==> src/rtl/intersection_phase_scheduler_pkg.sv <==
// traffic_pkg
// Shared definitions for the intersection scheduler, the lamp controller and
// the testbench: state codes, direction codes and default phase durations.
// No ports; this file only holds constants.
package traffic_pkg;

    // State codes, also visible on STATE_O for debug
    localparam logic [2:0] ST_FLASH = 3'd0;
    localparam logic [2:0] ST_AR_A  = 3'd1;
    localparam logic [2:0] ST_NS_G  = 3'd2;
    localparam logic [2:0] ST_NS_Y  = 3'd3;
    localparam logic [2:0] ST_AR_B  = 3'd4;
    localparam logic [2:0] ST_EW_G  = 3'd5;
    localparam logic [2:0] ST_EW_Y  = 3'd6;
    localparam logic [2:0] ST_WALK  = 3'd7;

    // Direction codes: which green follows a WALK phase
    localparam logic DIR_NS = 1'b0;
    localparam logic DIR_EW = 1'b1;

    // Default durations, counted in TICK_I strobes
    localparam int DEF_GREEN_TICKS   = 30;
    localparam int DEF_YELLOW_TICKS  = 3;
    localparam int DEF_ALL_RED_TICKS = 2;
    localparam int DEF_WALK_TICKS    = 10;
    localparam int DEF_CNT_W         = 8;

endpackage

==> src/rtl/intersection_phase_scheduler_timer.sv <==
// phase_timer
// Loadable down-counter that measures how many ticks remain in a phase.
// Ports:
//   CLK_I, RST_I : clock, asynchronous active-high reset
//   LOAD         : load LOAD_VAL (remaining ticks minus one)
//   LOAD_VAL     : value loaded on phase entry
//   TICK         : timing strobe; decrements a non-zero count
//   CLR          : force the count to zero (highest priority)
//   DONE         : last tick of the phase is happening this cycle
module phase_timer #(
    parameter int CNT_W = 8
) (
    input  logic             CLK_I,
    input  logic             RST_I,
    input  logic             LOAD,
    input  logic [CNT_W-1:0] LOAD_VAL,
    input  logic             TICK,
    input  logic             CLR,
    output logic             DONE
);

    logic [CNT_W-1:0] r_cnt;

    // Clear beats load, load beats decrement; the count holds at zero until
    // the owner reloads it.
    always_ff @(posedge CLK_I or posedge RST_I) begin
        if (RST_I) begin
            r_cnt <= '0;
        end else if (CLR) begin
            r_cnt <= '0;
        end else if (LOAD) begin
            r_cnt <= LOAD_VAL;
        end else if (TICK && (r_cnt != '0)) begin
            r_cnt <= r_cnt - 1'b1;
        end
    end

    assign DONE = (r_cnt == '0) & TICK;

endmodule

==> src/rtl/intersection_phase_scheduler.sv <==
// intersection_phase_scheduler
// Sequences a two-way intersection with an all-red clearance between greens
// and an optional shared pedestrian WALK phase; EN_I low gives flashing yellow.
// Ports:
//   CLK_I, RST_I            : clock, asynchronous active-high reset
//   EN_I                    : 1 = normal sequencing, 0 = flashing yellow
//   TICK_I                  : timing strobe from an external prescaler
//   PED_REQ_I               : pedestrian button (level or pulse)
//   NS_*_O, EW_*_O, WALK_O  : registered lamp outputs
//   PED_PEND_O              : pedestrian request latched, not yet served
//   STATE_O                 : current state code
module intersection_phase_scheduler
    import traffic_pkg::*;
#(
    parameter int GREEN_TICKS   = DEF_GREEN_TICKS,
    parameter int YELLOW_TICKS  = DEF_YELLOW_TICKS,
    parameter int ALL_RED_TICKS = DEF_ALL_RED_TICKS,
    parameter int WALK_TICKS    = DEF_WALK_TICKS,
    parameter int CNT_W         = DEF_CNT_W
) (
    input  logic       CLK_I,
    input  logic       RST_I,
    input  logic       EN_I,
    input  logic       TICK_I,
    input  logic       PED_REQ_I,
    output logic       NS_RED_O,
    output logic       NS_YELLOW_O,
    output logic       NS_GREEN_O,
    output logic       EW_RED_O,
    output logic       EW_YELLOW_O,
    output logic       EW_GREEN_O,
    output logic       WALK_O,
    output logic       PED_PEND_O,
    output logic [2:0] STATE_O
);

    localparam logic [CNT_W-1:0] LD_GREEN   = CNT_W'(GREEN_TICKS - 1);
    localparam logic [CNT_W-1:0] LD_YELLOW  = CNT_W'(YELLOW_TICKS - 1);
    localparam logic [CNT_W-1:0] LD_ALL_RED = CNT_W'(ALL_RED_TICKS - 1);
    localparam logic [CNT_W-1:0] LD_WALK    = CNT_W'(WALK_TICKS - 1);

    logic [2:0]       r_state;
    logic             r_dir;
    logic             r_flash;
    logic             r_ped_pend;
    logic [6:0]       r_lamps;

    logic [2:0]       w_next_state;
    logic             w_next_dir;
    logic             w_next_flash;
    logic             w_next_pend;
    logic [6:0]       w_next_lamps;
    logic             w_load;
    logic [CNT_W-1:0] w_load_val;
    logic             w_clr;
    logic             w_done;

    function automatic logic [CNT_W-1:0] loadFor(input logic [2:0] s);
        case (s)
            ST_NS_G, ST_EW_G: loadFor = LD_GREEN;
            ST_NS_Y, ST_EW_Y: loadFor = LD_YELLOW;
            ST_WALK:          loadFor = LD_WALK;
            default:          loadFor = LD_ALL_RED;
        endcase
    endfunction

    phase_timer #(.CNT_W(CNT_W)) u_timer (
        .CLK_I    (CLK_I),
        .RST_I    (RST_I),
        .LOAD     (w_load),
        .LOAD_VAL (w_load_val),
        .TICK     (TICK_I),
        .CLR      (w_clr),
        .DONE     (w_done)
    );

    // Next-state logic. Disable wins over everything, FLASH exit ignores the
    // tick on that cycle (the timer is freshly loaded), otherwise the phase
    // only moves when the timer reports its final tick.
    always_comb begin
        w_next_state = r_state;
        w_next_dir   = r_dir;
        w_load       = 1'b0;
        w_clr        = 1'b0;
        if (!EN_I) begin
            w_next_state = ST_FLASH;
            w_clr        = 1'b1;
        end else if (r_state == ST_FLASH) begin
            w_next_state = ST_AR_A;
            w_next_dir   = DIR_NS;
            w_load       = 1'b1;
        end else if (w_done) begin
            w_load = 1'b1;
            case (r_state)
                ST_AR_A: begin
                    w_next_state = r_ped_pend ? ST_WALK : ST_NS_G;
                    w_next_dir   = DIR_NS;
                end
                ST_NS_G: w_next_state = ST_NS_Y;
                ST_NS_Y: w_next_state = ST_AR_B;
                ST_AR_B: begin
                    w_next_state = r_ped_pend ? ST_WALK : ST_EW_G;
                    w_next_dir   = DIR_EW;
                end
                ST_EW_G: w_next_state = ST_EW_Y;
                ST_EW_Y: w_next_state = ST_AR_A;
                ST_WALK: w_next_state = (r_dir == DIR_NS) ? ST_NS_G : ST_EW_G;
                default: w_next_state = ST_FLASH;
            endcase
        end
        w_load_val = loadFor(w_next_state);
    end

    // Flash phase bit and pedestrian latch. Entering WALK clears the latch
    // even if the button is pressed on that same cycle.
    always_comb begin
        w_next_flash = 1'b0;
        if (w_next_state == ST_FLASH) begin
            w_next_flash = (r_state == ST_FLASH && TICK_I) ? ~r_flash : r_flash;
        end
        w_next_pend = r_ped_pend;
        if (!EN_I) begin
            w_next_pend = 1'b0;
        end else if (w_next_state == ST_WALK && r_state != ST_WALK) begin
            w_next_pend = 1'b0;
        end else if (PED_REQ_I && r_state != ST_WALK && r_state != ST_FLASH) begin
            w_next_pend = 1'b1;
        end
    end

    // Lamps decoded from the next state so the registered outputs change on
    // the same edge as the state. Order: NS R,Y,G, EW R,Y,G, WALK.
    always_comb begin
        w_next_lamps = 7'b0;
        case (w_next_state)
            ST_FLASH:         w_next_lamps = {1'b0, w_next_flash, 1'b0, 1'b0, w_next_flash, 1'b0, 1'b0};
            ST_AR_A, ST_AR_B: w_next_lamps = 7'b100_100_0;
            ST_WALK:          w_next_lamps = 7'b100_100_1;
            ST_NS_G:          w_next_lamps = 7'b001_100_0;
            ST_NS_Y:          w_next_lamps = 7'b010_100_0;
            ST_EW_G:          w_next_lamps = 7'b100_001_0;
            ST_EW_Y:          w_next_lamps = 7'b100_010_0;
            default:          w_next_lamps = 7'b0;
        endcase
    end

    // State and output registers
    always_ff @(posedge CLK_I or posedge RST_I) begin
        if (RST_I) begin
            r_state    <= ST_FLASH;
            r_dir      <= DIR_NS;
            r_flash    <= 1'b0;
            r_ped_pend <= 1'b0;
            r_lamps    <= 7'b0;
        end else begin
            r_state    <= w_next_state;
            r_dir      <= w_next_dir;
            r_flash    <= w_next_flash;
            r_ped_pend <= w_next_pend;
            r_lamps    <= w_next_lamps;
        end
    end

    assign {NS_RED_O, NS_YELLOW_O, NS_GREEN_O,
            EW_RED_O, EW_YELLOW_O, EW_GREEN_O, WALK_O} = r_lamps;
    assign PED_PEND_O = r_ped_pend;
    assign STATE_O    = r_state;

endmodule

==> config.mk <==
export PLATFORM = sky130hd
export DESIGN_NAME = intersection_phase_scheduler
export DESIGN_NICKNAME = d
export VERILOG_FILES = /design/src/rtl/intersection_phase_scheduler_pkg.sv /design/src/rtl/intersection_phase_scheduler_timer.sv /design/src/rtl/intersection_phase_scheduler.sv
export SDC_FILE = /design/constraint.sdc
export NUM_CORES = 1
export LEC_CHECK = 0
export BUFFER_PORTS_ARGS = -buffer_cell sky130_fd_sc_hd__buf_4
export CAP_MARGIN = 10
export CORE_UTILIZATION = 50
export CTS_CLUSTER_DIAMETER = 50
export CTS_CLUSTER_SIZE = 12
export DETAILED_ROUTE_END_ITERATION = 10
export PLACE_DENSITY = 0.78
export SLEW_MARGIN = 40
export SYNTH_ARGS = -nofsm -noshare
export SYNTH_HDL_FRONTEND = slang
export SYNTH_SLANG_ARGS = --single-unit
==> constraint.sdc <==
create_clock -name CLK_I -period 4 [get_ports CLK_I]
set_input_delay 0.4 -clock CLK_I [delete_from_list [all_inputs] [get_ports CLK_I]]
set_output_delay 0.4 -clock CLK_I [all_outputs]
set_load 0.03 [all_outputs]
; ---- After elaboration in Yosys (flattened, before gate mapping)
; Index checks and enable logic that the tools add are counted.
[classes]
add_sub_neg = 1
n_eq_ne = 17
mux = 23
bitwise_logic = 2
n_reduce_logical = 16
[op_table]
columns = operator, count
row1 = $pmux W7 S7, 1
row2 = $eq A3 B3 Y1 const B, 8
row3 = $mux W8, 3
row4 = $pmux W3 S7, 1
row5 = $mux W3, 5
row6 = $pmux W5 S3, 1
row7 = $eq A3 B2 Y1 const B, 4
row8 = $mux W1, 10
row9 = $logic_not A8 Y1, 1
row10 = $reduce_bool A8 Y1, 1
row11 = $sub A8 B1 Y8 const B, 1
row12 = $eq A3 B1 Y1 const B, 2
row13 = $logic_not A3 Y1, 2
row14 = $ne A3 B1 Y1 const B, 2
row15 = $reduce_bool A3 Y1, 2
row16 = $reduce_or A2 Y1, 3
row17 = $logic_and A1 B1 Y1, 5
row18 = $ne A3 B3 Y1 const B, 1
row19 = $reduce_and A3 Y1, 1
row20 = $mux W2, 1
row21 = $pmux W1 S2, 1
row22 = $reduce_bool A2 Y1, 1
row23 = $and A1 B1 Y1, 1
row24 = $not A1 Y1, 1
[totals]
reg_bits = 21
inputBits = 5
output_inout_bits = 11
elab_cells = 65

; ---- Logic depth before layout (Yosys ltp)
; Gate-level depths: netlist of the first run.
[logic_depth]
ltp_word = 10
mapped_depth = 10
depth_no_buf = 9

; ---- Modules after synthesis
; From an unflattened synthesis of the first run, not the netlist that was laid out.
[unflattened]
cells_unflattened = 133
area_unflattened_um2 = 1224.9
[modules_own_cells]
columns = module, instances, cells_each, area_per_inst_um2, seq_area_each_um2
row1 = intersection_phase_scheduler, 1, 75, 685.7, 325.3
row2 = phase_timer, 1, 58, 539.3, 200.2

; ---- Least setup slack after synthesis of the first run
; Ideal clock, no wire load.
[synth_path]
path_type = register -> register
start = reg r_state[0], in the netlist STATE_O[0]
end = reg u_timer.r_cnt[1]
setup_ns = 0.120
arrival_ns = 2.037
required_ns = 3.880
path_slack_ns = 1.843
stages_incl_launch_ff = 8
path_buffers = 1
period_less_slack_ns = 2.157
path_cell_list = dfrtp_1 buf_2 nor3_1 a21oi_1 nor3b_1 a31oi_4 xnor2_1 a41o_1
[synth_between]
elab_chain_len = 10
word_cells_on_any_way = 25
cone_classes = eq/ne (13) / mux (9) / reduce/logical (3)
[synth_lines]
columns = item, line
row1 = from (decl), intersection_phase_scheduler.sv:42  ; logic [2:0] r_state;
row2 = from (signal assigned), intersection_phase_scheduler.sv:156  ; r_state <= w_next_state;
row3 = $eq A3 B3 Y1 (tied with other cells), intersection_phase_scheduler.sv:94  ; case (r_state)
row4 = $pmux W3 S7, intersection_phase_scheduler.sv:94
row5 = $mux W3, intersection_phase_scheduler.sv:92  ; end else if (w_done) begin
row6 = $mux W3, intersection_phase_scheduler.sv:88  ; end else if (r_state == ST_FLASH) begin
row7 = $mux W3, intersection_phase_scheduler.sv:85  ; if (!EN_I) begin
row8 = $eq A3 B3 Y1 or $eq A3 B2 Y1 (tied branches), intersection_phase_scheduler.sv:59  ; case (s)
row9 = $reduce_or A2 Y1, intersection_phase_scheduler.sv:59
row10 = $pmux W5 S3, intersection_phase_scheduler.sv:59
row11 = $mux W8, intersection_phase_scheduler_timer.sv:31  ; end else if (LOAD) begin
row12 = $mux W8, intersection_phase_scheduler_timer.sv:29  ; end else if (CLR) begin
row13 = to (signal assigned), intersection_phase_scheduler_timer.sv:34  ; r_cnt <= r_cnt - 1'b1;
row14 = to (decl), intersection_phase_scheduler_timer.sv:22  ; logic [CNT_W-1:0] r_cnt;
; Several ways; a longest one is shown, not always the timed one.
; A chain may end at the register's enable or synchronous reset.

; ---- Worst setup path after layout of the first run
[layout_path]
start = reg u_timer.r_cnt[4]
end = reg u_timer.r_cnt[1]
[layout_between]
elab_chain_len = 10
word_cells_on_any_way = 21
cone_classes = eq/ne (6) / mux (9) / bitwise (1) / reduce/logical (5)
[layout_lines]
columns = item, line
row1 = $logic_not A8 Y1 (*), intersection_phase_scheduler_timer.sv:38  ; assign DONE = (r_cnt == '0) & TICK;
row2 = $and A1 B1 Y1 (*), intersection_phase_scheduler_timer.sv:38
row3 = $mux W3 (*), intersection_phase_scheduler.sv:92
row4 = $mux W3 (*), intersection_phase_scheduler.sv:88
row5 = $mux W3 (*), intersection_phase_scheduler.sv:85
row6 = named net w_next_state[2], intersection_phase_scheduler.sv:48  ; logic [2:0] w_next_state;
row7 = $eq A3 B3 Y1 or $eq A3 B2 Y1 (tied branches), intersection_phase_scheduler.sv:59
row8 = $reduce_or A2 Y1, intersection_phase_scheduler.sv:59
row9 = $pmux W5 S3 (*), intersection_phase_scheduler.sv:59
row10 = $mux W8 (*), intersection_phase_scheduler_timer.sv:31
row11 = $mux W8 (*), intersection_phase_scheduler_timer.sv:29
; Mark *: on every way through the listed nets, which the timed path passes. The rest lies on a longest branch.

==> results of run 1 <==
-- worst reg2reg max path, cell delays in order (launching register included) --
cell and delay (ns):
dfrtp_1 0.50, nor4_4 0.37, and2_1 0.45, o311ai_4 0.22, o221ai_4 0.33, inv_2 0.12, xnor2_1 0.16, a41o_1 0.26
-- worst min path at each step --
stage,to,slack (ns),cells past startpoint
final,r_lamps[1]$_DFF_PP0_,0.07,2
after detailed placement,u_timer.r_cnt[7]$_DFFE_PP0P_,0.53,2
after global routing,r_lamps[1]$_DFF_PP0_,0.09,2
after global placement,r_dir$_DFFE_PP0P_,0.51,1
after floorplan,PED_PEND_O$_DFFE_PP0P_,0.38,1
after CTS,r_lamps[1]$_DFF_PP0_,0.24,2
-- per-layer routing --
layer	vias up	share of wire, %	track usage, %
met3	5	6.3	3.80
met5	-	0	0
li1	495	-	-
met1	496	44	29.4
met2	35	48	36.8
met4	0	1.7	12.2
-- logic make-up (layout without fill, tap and decap cells) --
kind of cell / count (synthesis) / in the layout / share of synthesized area (%)
AND/OR/NAND/NOR: 52 / 52 / 23.5
AO/OA/AOI/OAI: 30 / 30 / 20.4
flip-flops: 21 / 21 / 42.8
buffers and inverters: 14 / 27 / 5.50
XOR/XNOR: 7 / 7 / 4.99
adder cells (fa/ha/maj): 2 / 2 / 2.04
multiplexers: 1 / 1 / 0.815
-- placed cells by master, fill, tap and decap left out, drive strengths merged, types with 2 or more instances in the layout --
cell type / n
nand3: 7
nand2: 13
o221ai: 2
buf: 15
a21oi: 8
a21o: 2
nor3: 8
nand4: 5
dfrtp: 21
o21ai: 6
a31oi: 2
nor3b: 2
xnor2: 4
clkbuf: 3
ha: 2
a21boi: 2
xor2: 3
nor4: 3
inv: 8
or3: 2
and2: 3
nor2: 5
-- power by group through the flow --
stage | registers, mW | clock network, mW | logic (mW)
after global routing | 0.359 | 0.123 | 0.607
after detailed placement | 0.355 | 0 | 0.548
after CTS | 0.351 | 0.114 | 0.551
after global placement | 0.349 | 0 | 0.542
final | 0.353 | 0.112 | 0.553
after floorplan | 0.372 | 0 | 0.418
-- through the flow --
step	total power, mW	hold WS, ns	std cells	setup slack [ns]
2_1_floorplan	0.790	0.377	127	1.84
3_3_place_gp	0.892	0.505	164	1.61
3_5_place_dp	0.903	0.529	164	1.52
4_1_cts	1.02	0.242	168	1.51
5_1_grt	1.09	0.0937	168	1.33
6_report	1.02	0.0651	168	1.49
-- synth_stat cells, types with 2 or more instances --
cell      count  area (sq um)
nor3b_1       2          15.0
nand3_1       7          35.0
nor4_1        2          12.5
or3_1         2          12.5
nor3_1        8          40.0
dfrtp_1      21           526
xor2_1        3          26.3
ha_1          2          25.0
a21boi_0      2          15.0
inv_1         6          22.5
o21ai_0       6          30.0
and2_1        3          18.8
inv_2         2          7.51
nand2_1      13          48.8
nor2_1        5          18.8
nand4_1       5          31.3
a21oi_1       8          40.0
xnor2_1       4          35.0
buf_2         3          15.0
-- area by class of cell --
| class | instances | area share (%) |
|---|---|---|
| timing repair buffer | 15 | 8.23 |
| inverter | 8 | 2.19 |
| multi-input combinational | 92 | 46.4 |
| clock buffer | 3 | 1.65 |
| clock inverter | 1 | 0.548 |
| tap | 28 | 2.56 |
| sequential | 21 | 38.4 |
-- state kept, by name, indices dropped and copies added, names as in the netlist --
register       flops
r_lamps            7
STATE_O            3
r_flash            1
PED_PEND_O         1
r_dir              1
u_timer.r_cnt      8
==> run_results.csv, run 1 <==
group,metric,value,unit
outcome,status,"finished clean",
floorplanning,io_pins,16,
global_routing,grtUsageTotal,22.9,%
logic_synthesis,syn_area,1230,sq um
power,pwr_density_cell,743,nW/um^2
cts,ctsResizeCount,0,
route,first_pass_iters,4,
placed_design,dpl_cell_area,1340,sq um
setup_path,cp.arrival,2.74,ns
setup_path,cpPeakStageDelay,0.50,ns
sta,slew_violations,0,
floorplanning,start_util,54.5,%
logic_synthesis,seq_area_frac_synth,42.8,%
run,drv_cap,0,
route,wl_per_cell,15.7,microns
cts,postCtsSetupBuffers,0,
setup_path,r2r-start,"u_timer.r_cnt[4]$_DFFE_PP0P_",
power,p_clk_share,11.0,%
worst_hold_path,hold_class,"in -> async",
power,power.switching,0.486,mW
logic_synthesis,synthArstFlopShare,100,%
power,power_leakage,0.623,nW
logic_synthesis,ys.flop_type,"dfrtp_1",
global_routing,antenna_found_initial,0,
logic_synthesis,synth.ff_latch_count,21,
placed_design,numPortBuffers,15,
floorplanning,die_height,51.6,microns
cells_and_area,final_util,60.7,%
placed_design,place_congestion,0.911,
cts,insertion_delay,0.32,ns
cts,clock-sinks,21,
logic_synthesis,synth_edf_count,0,
setup_path,worstPathCellList,"nor4_4, and2_1, o311ai_4, o221ai_4, inv_2, xnor2_1, a41o_1",
sta,period_share,62.8,%
setup_path,critPathTopFamily,"simple AND/OR/NAND/NOR gates",
cells_and_area,antenna_cells,0,
route,drt_iter0_drc,37,
cts,root_buffer,"clkbuf_4",
setup_path,required,4.23,ns
floorplanning,die_w,51.6,microns
cts,path_clk_slew,0.13,ns
setup_path,rrSetupSlack,1.49,ns
floorplanning,rows,17,
logic_synthesis,yosysWarnings,0,
sta,grt_setup_unrepaired,"false",
floorplanning,core-area,2250,sq um
route,vias,1031,
setup_path,cp-startpoint,"u_timer.r_cnt[4]$_DFFE_PP0P_",
cells_and_area,areaGrowthSynthToFinish,11.4,%
setup_path,path_buf_inv,1,
setup_path,r2r_end,"u_timer.r_cnt[1]$_DFFE_PP0P_",
cts,cts_buffers,3,
route,wirelength,2630,microns
cts,cts_htree_levels,1,
logic_synthesis,synth_nets,134,
setup_path,cp_max_fo,8,
placed_design,dp_hpwl,1890,microns
global_routing,overflow,0,
setup_path,worst_r2r_path_depth,7,
setup_path,critPathCaptureType,"flop",
route,drcViolationCount,0,
setup_path,start_kind,"flop",
power,irDropWorstVdd,0.000497,V
sta,worst_slew_pin_slew,0.627,ns
sta,finalSetupViolations,0,
sta,fin_crit,2.51,ns
logic_synthesis,ys_types,42,
setup_path,critPathSlowestCell,"dfrtp_1",
sta,finClkSkew,0.00149,ns
sta,hold_viol,0,
global_routing,grt_max_degree,22,
cells_and_area,multi_input_area,636,sq um
logic_synthesis,syn_avg_cell_area,9.67,sq um
global_routing,grt_pass1_vias,925,
cells_and_area,layout.nets,148,
setup_path,critPathCapture,"u_timer.r_cnt[1]$_DFFE_PP0P_",
setup_path,crit_type,"reg -> reg",
floorplanning,dieArea,2660,sq um
cells_and_area,nFillCells,186,
route,via_per_inst,6.14,
global_routing,grt_pass1_wl,4290,microns
sta,relSlewSlack,58.1,%
cells_and_area,ff_latch_area,526,sq um
cts,cts_hold_buffers,0,
power,switching_share,47.8,%
sta,tns,0,ns
cells_and_area,drive_above_1_share,20.7,%
route,ant_nets,0,
cells_and_area,stdcell_area,1370,sq um
power,p_comb_share,54.3,%
cts,ctsLongestPathBuffers,2,
logic_synthesis,synth_cells,127,
sta,fmax,0.398,GHz
power,pwr-share-seq,34.7,%
cts,cts_tree,"yes",
setup_path,cp_num_cells,7,
power,intPower,0.531,mW
No activity file was read; power rests on OpenSTA's default activity.
==> run 2, diff against run 1 <==
--- a/config.mk
+++ b/config.mk
@@ -5,13 +5,14 @@
 export SDC_FILE = /design/constraint.sdc
 export NUM_CORES = 1
 export LEC_CHECK = 0
+export ABC_AREA = 1
 export BUFFER_PORTS_ARGS = -buffer_cell sky130_fd_sc_hd__buf_4
 export CAP_MARGIN = 10
 export CORE_UTILIZATION = 50
 export CTS_CLUSTER_DIAMETER = 50
 export CTS_CLUSTER_SIZE = 12
 export DETAILED_ROUTE_END_ITERATION = 10
-export PLACE_DENSITY = 0.78
+export PLACE_DENSITY = 0.77
 export SLEW_MARGIN = 40
 export SYNTH_ARGS = -nofsm -noshare
 export SYNTH_HDL_FRONTEND = slang
==> constraint.sdc (replaced) <==
create_clock -name CLK_I -period 2.4 [get_ports CLK_I]
set_input_delay 0.24 -clock CLK_I [delete_from_list [all_inputs] [get_ports CLK_I]]
set_output_delay 0.24 -clock CLK_I [all_outputs]
set_load 0.03 [all_outputs]
==> run_results.csv, run 2 <==
group,metric,value,unit
logic_synthesis,synth_nets,178,
route,wirelength,2960,microns
logic_synthesis,synth.ff_latch_count,21,
cts,cts_buffers,3,
sta,hold_viol,0,
route,first_pass_iters,4,
sta,finClkSkew,0.00529,ns
floorplanning,io_pins,16,
setup_path,cp.arrival,2.05,ns
floorplanning,core-area,2480,sq um
worst_hold_path,min_path_cells,4,
logic_synthesis,synth_edf_count,0,
setup_path,start_kind,"flop",
logic_synthesis,synth_cells,171,
setup_path,worstPathCellList,"inv_1, ha_1, nand2_2, inv_1, nand2_1, nor2_4, nor2_1, nor2_1, inv_1, o21ai_0, o31ai_1",
cts,clock-sinks,21,
route,via_per_inst,5.27,
floorplanning,dieArea,2840,sq um
sta,period_share,77.5,%
sta,fin_crit,1.86,ns
cells_and_area,layout.nets,198,
global_routing,antenna_found_initial,0,
logic_synthesis,ys.flop_type,"dfrtp_1",
power,pwr_density_cell,1110,nW/um^2
logic_synthesis,synth.top_cell.area_share,39.9,%
placed_design,place_congestion,0.860,
cells_and_area,stdcell_area,1500,sq um
setup_path,cpPeakStageDelay,0.41,ns
global_routing,grt_pass1_vias,1040,
sta,grt_setup_unrepaired,"false",
cells_and_area,nFillCells,240,
floorplanning,start_util,53.2,%
power,report.power.total,1.66,mW
power,power.switching,0.831,mW
logic_synthesis,synth_area_leaders,"dfrtp_1 40%, nand2_1 11%, inv_1 6.6%",
logic_synthesis,syn_area,1320,sq um
power,irDropWorstVdd,0.000653,V
sta,worst_slew_pin_slew,0.458,ns
global_routing,grtUsageTotal,23.1,%
route,ant_nets,0,
cells_and_area,largest_reg_flops,8,
power,p_comb_share,56.0,%
global_routing,grt_max_degree,22,
floorplanning,rows,18,
route,wl_per_cell,13.4,microns
cts,root_buffer,"clkbuf_4",
floorplanning,die_height,53.3,microns
power,switching_share,49.9,%
setup_path,critPathCaptureType,"flop",
placed_design,dp_hpwl,2310,microns
cells_and_area,antenna_cells,0,
placed_design,dp_cells,215,
cts,ctsResizeCount,0,
route,drt_iter0_drc,39,
sta,relSlewSlack,69.4,%
worst_hold_path,hold_class,"in -> reg",
global_routing,grt_pass1_wl,4580,microns
power,p_clk_share,10.7,%
setup_path,required,2.60,ns
sta,fmax,0.538,GHz
setup_path,worst_r2r_path_depth,11,
cells_and_area,final_cell_mix,"37 x nand2_1, 22 x inv_1, 21 x dfrtp_1",
cells_and_area,drive_above_1_share,26.8,%
route,drcViolationCount,0,
placed_design,dpl_cell_area,1460,sq um
placed_design,numPortBuffers,15,
logic_synthesis,ys_types,28,
floorplanning,die_w,53.3,microns
setup_path,crit_type,"reg -> reg",
logic_synthesis,synth.most_common_cell,"nand2_1",
cts,cts_tree,"yes",
outcome,status,"finished clean",
cts,cts_htree_levels,1,
sta,slew_violations,0,
power,pwr-share-seq,33.3,%
logic_synthesis,syn_avg_cell_area,7.70,sq um
cells_and_area,areaGrowthSynthToFinish,13.7,%
cts,cts_hold_buffers,0,
logic_synthesis,yosysWarnings,0,
global_routing,overflow,0,
sta,tns,0,ns
cts,path_clk_slew,0.13,ns
cells_and_area,final_util,60.5,%
cts,ctsLongestPathBuffers,2,
cells_and_area,max_flop_register,"u_timer.r_cnt",
route,vias,1160,
cts,postCtsSetupBuffers,0,
cells_and_area,finalNonFillerCells,220,
logic_synthesis,seq_area_frac_synth,39.9,%
logic_synthesis,yosysTopAreaCell,"dfrtp_1",
cells_and_area,layout_commonest_cell,"nand2_1",
run,drv_cap,0,
logic_synthesis,synthArstFlopShare,100,%
setup_path,cp_max_fo,6,
sta,finalSetupViolations,0,
power,intPower,0.833,mW
cts,insertion_delay,0.31,ns
setup_path,cp_common_cell,"inv_1",
logic_synthesis,netlist_top_cells_count,"37 x nand2_1, 23 x inv_1, 21 x dfrtp_1",
power,power_leakage,0.798,nW
setup_path,critPathSlowestCell,"dfrtp_1",
## run 2: routing by layer
layer,vias up,global-route usage (%),share of wire (%)
met1,548,28.7,44
met3,8,3.45,3.7
met5,-,0,0
li1,576,-,-
met2,28,37.9,50
met4,0,11.8,2.2
## run 2: path summary, 6_finish.rpt
check / start / end / slack [ns]
min in group asynchronous: RST_I / u_timer.r_cnt[3]$_DFFE_PP0P_ / 0.48
hold / removal: TICK_I / u_timer.r_cnt[1]$_DFFE_PP0P_ / 0.22
hold reg to reg: u_timer.r_cnt[1]$_DFFE_PP0P_ / u_timer.r_cnt[1]$_DFFE_PP0P_ / 0.52
setup / recovery: u_timer.r_cnt[0]$_DFFE_PP0P_ / r_dir$_DFFE_PP0P_ / 0.54
max in group asynchronous: RST_I / u_timer.r_cnt[0]$_DFFE_PP0P_ / 1.60
setup reg to reg: u_timer.r_cnt[0]$_DFFE_PP0P_ / r_dir$_DFFE_PP0P_ / 0.54
## run 2: power groups by stage
stage / Clock, mW / Combinational [mW] / Sequential (mW)
2_1_floorplan: 0 / 0.650 / 0.613
3_3_place_gp: 0 / 0.907 / 0.548
3_5_place_dp: 0 / 0.927 / 0.561
4_1_cts: 0.181 / 0.930 / 0.554
5_1_grt: 0.193 / 1.03 / 0.568
6_report: 0.178 / 0.931 / 0.555
## run 2: kinds of logic (layout without fill, tap and decap cells)
group / Yosys count / in the layout / synth area share [%]
AND/OR/NAND/NOR: 100 / 100 / 40.8
buffers and inverters: 31 / 50 / 9.31
flip-flops: 21 / 21 / 39.9
AO/OA/AOI/OAI: 14 / 14 / 6.08
XOR/XNOR: 3 / 3 / 1.99
adder cells (fa/ha/maj): 2 / 2 / 1.90
## run 2: final cells by class
cell class / count / area, sq um / share of cell area [%]
multi-input cells: 119 / 669 / 44.7
repair buffers: 16 / 123 / 8.19
clock buffers: 3 / 22.5 / 1.50
clock inverters: 1 / 5.00 / 0.334
well taps: 30 / 37.5 / 2.51
inverters: 30 / 115 / 7.69
flip-flops and latches: 21 / 526 / 35.1
## run 2: through the flow
| stage | worst slack [ns] | hold WS, ns |
|---|---|---|
| finish | 0.541 | 0.219 |
| global route | 0.372 | 0.225 |
| floorplan | 0.710 | 0.217 |
| global placement | 0.627 | 0.436 |
| CTS | 0.536 | 0.118 |
| detailed placement | 0.568 | 0.466 |
## run 2: critical path: cells and delay by family (launching register included)
family	cells	cell delay (ns)
DFF	1	0.41
AOI/OAI and AO/OA	2	0.27
and+or+nand+nor	5	0.60
adders and majority gates	1	0.16
buffers and inverters	3	0.30
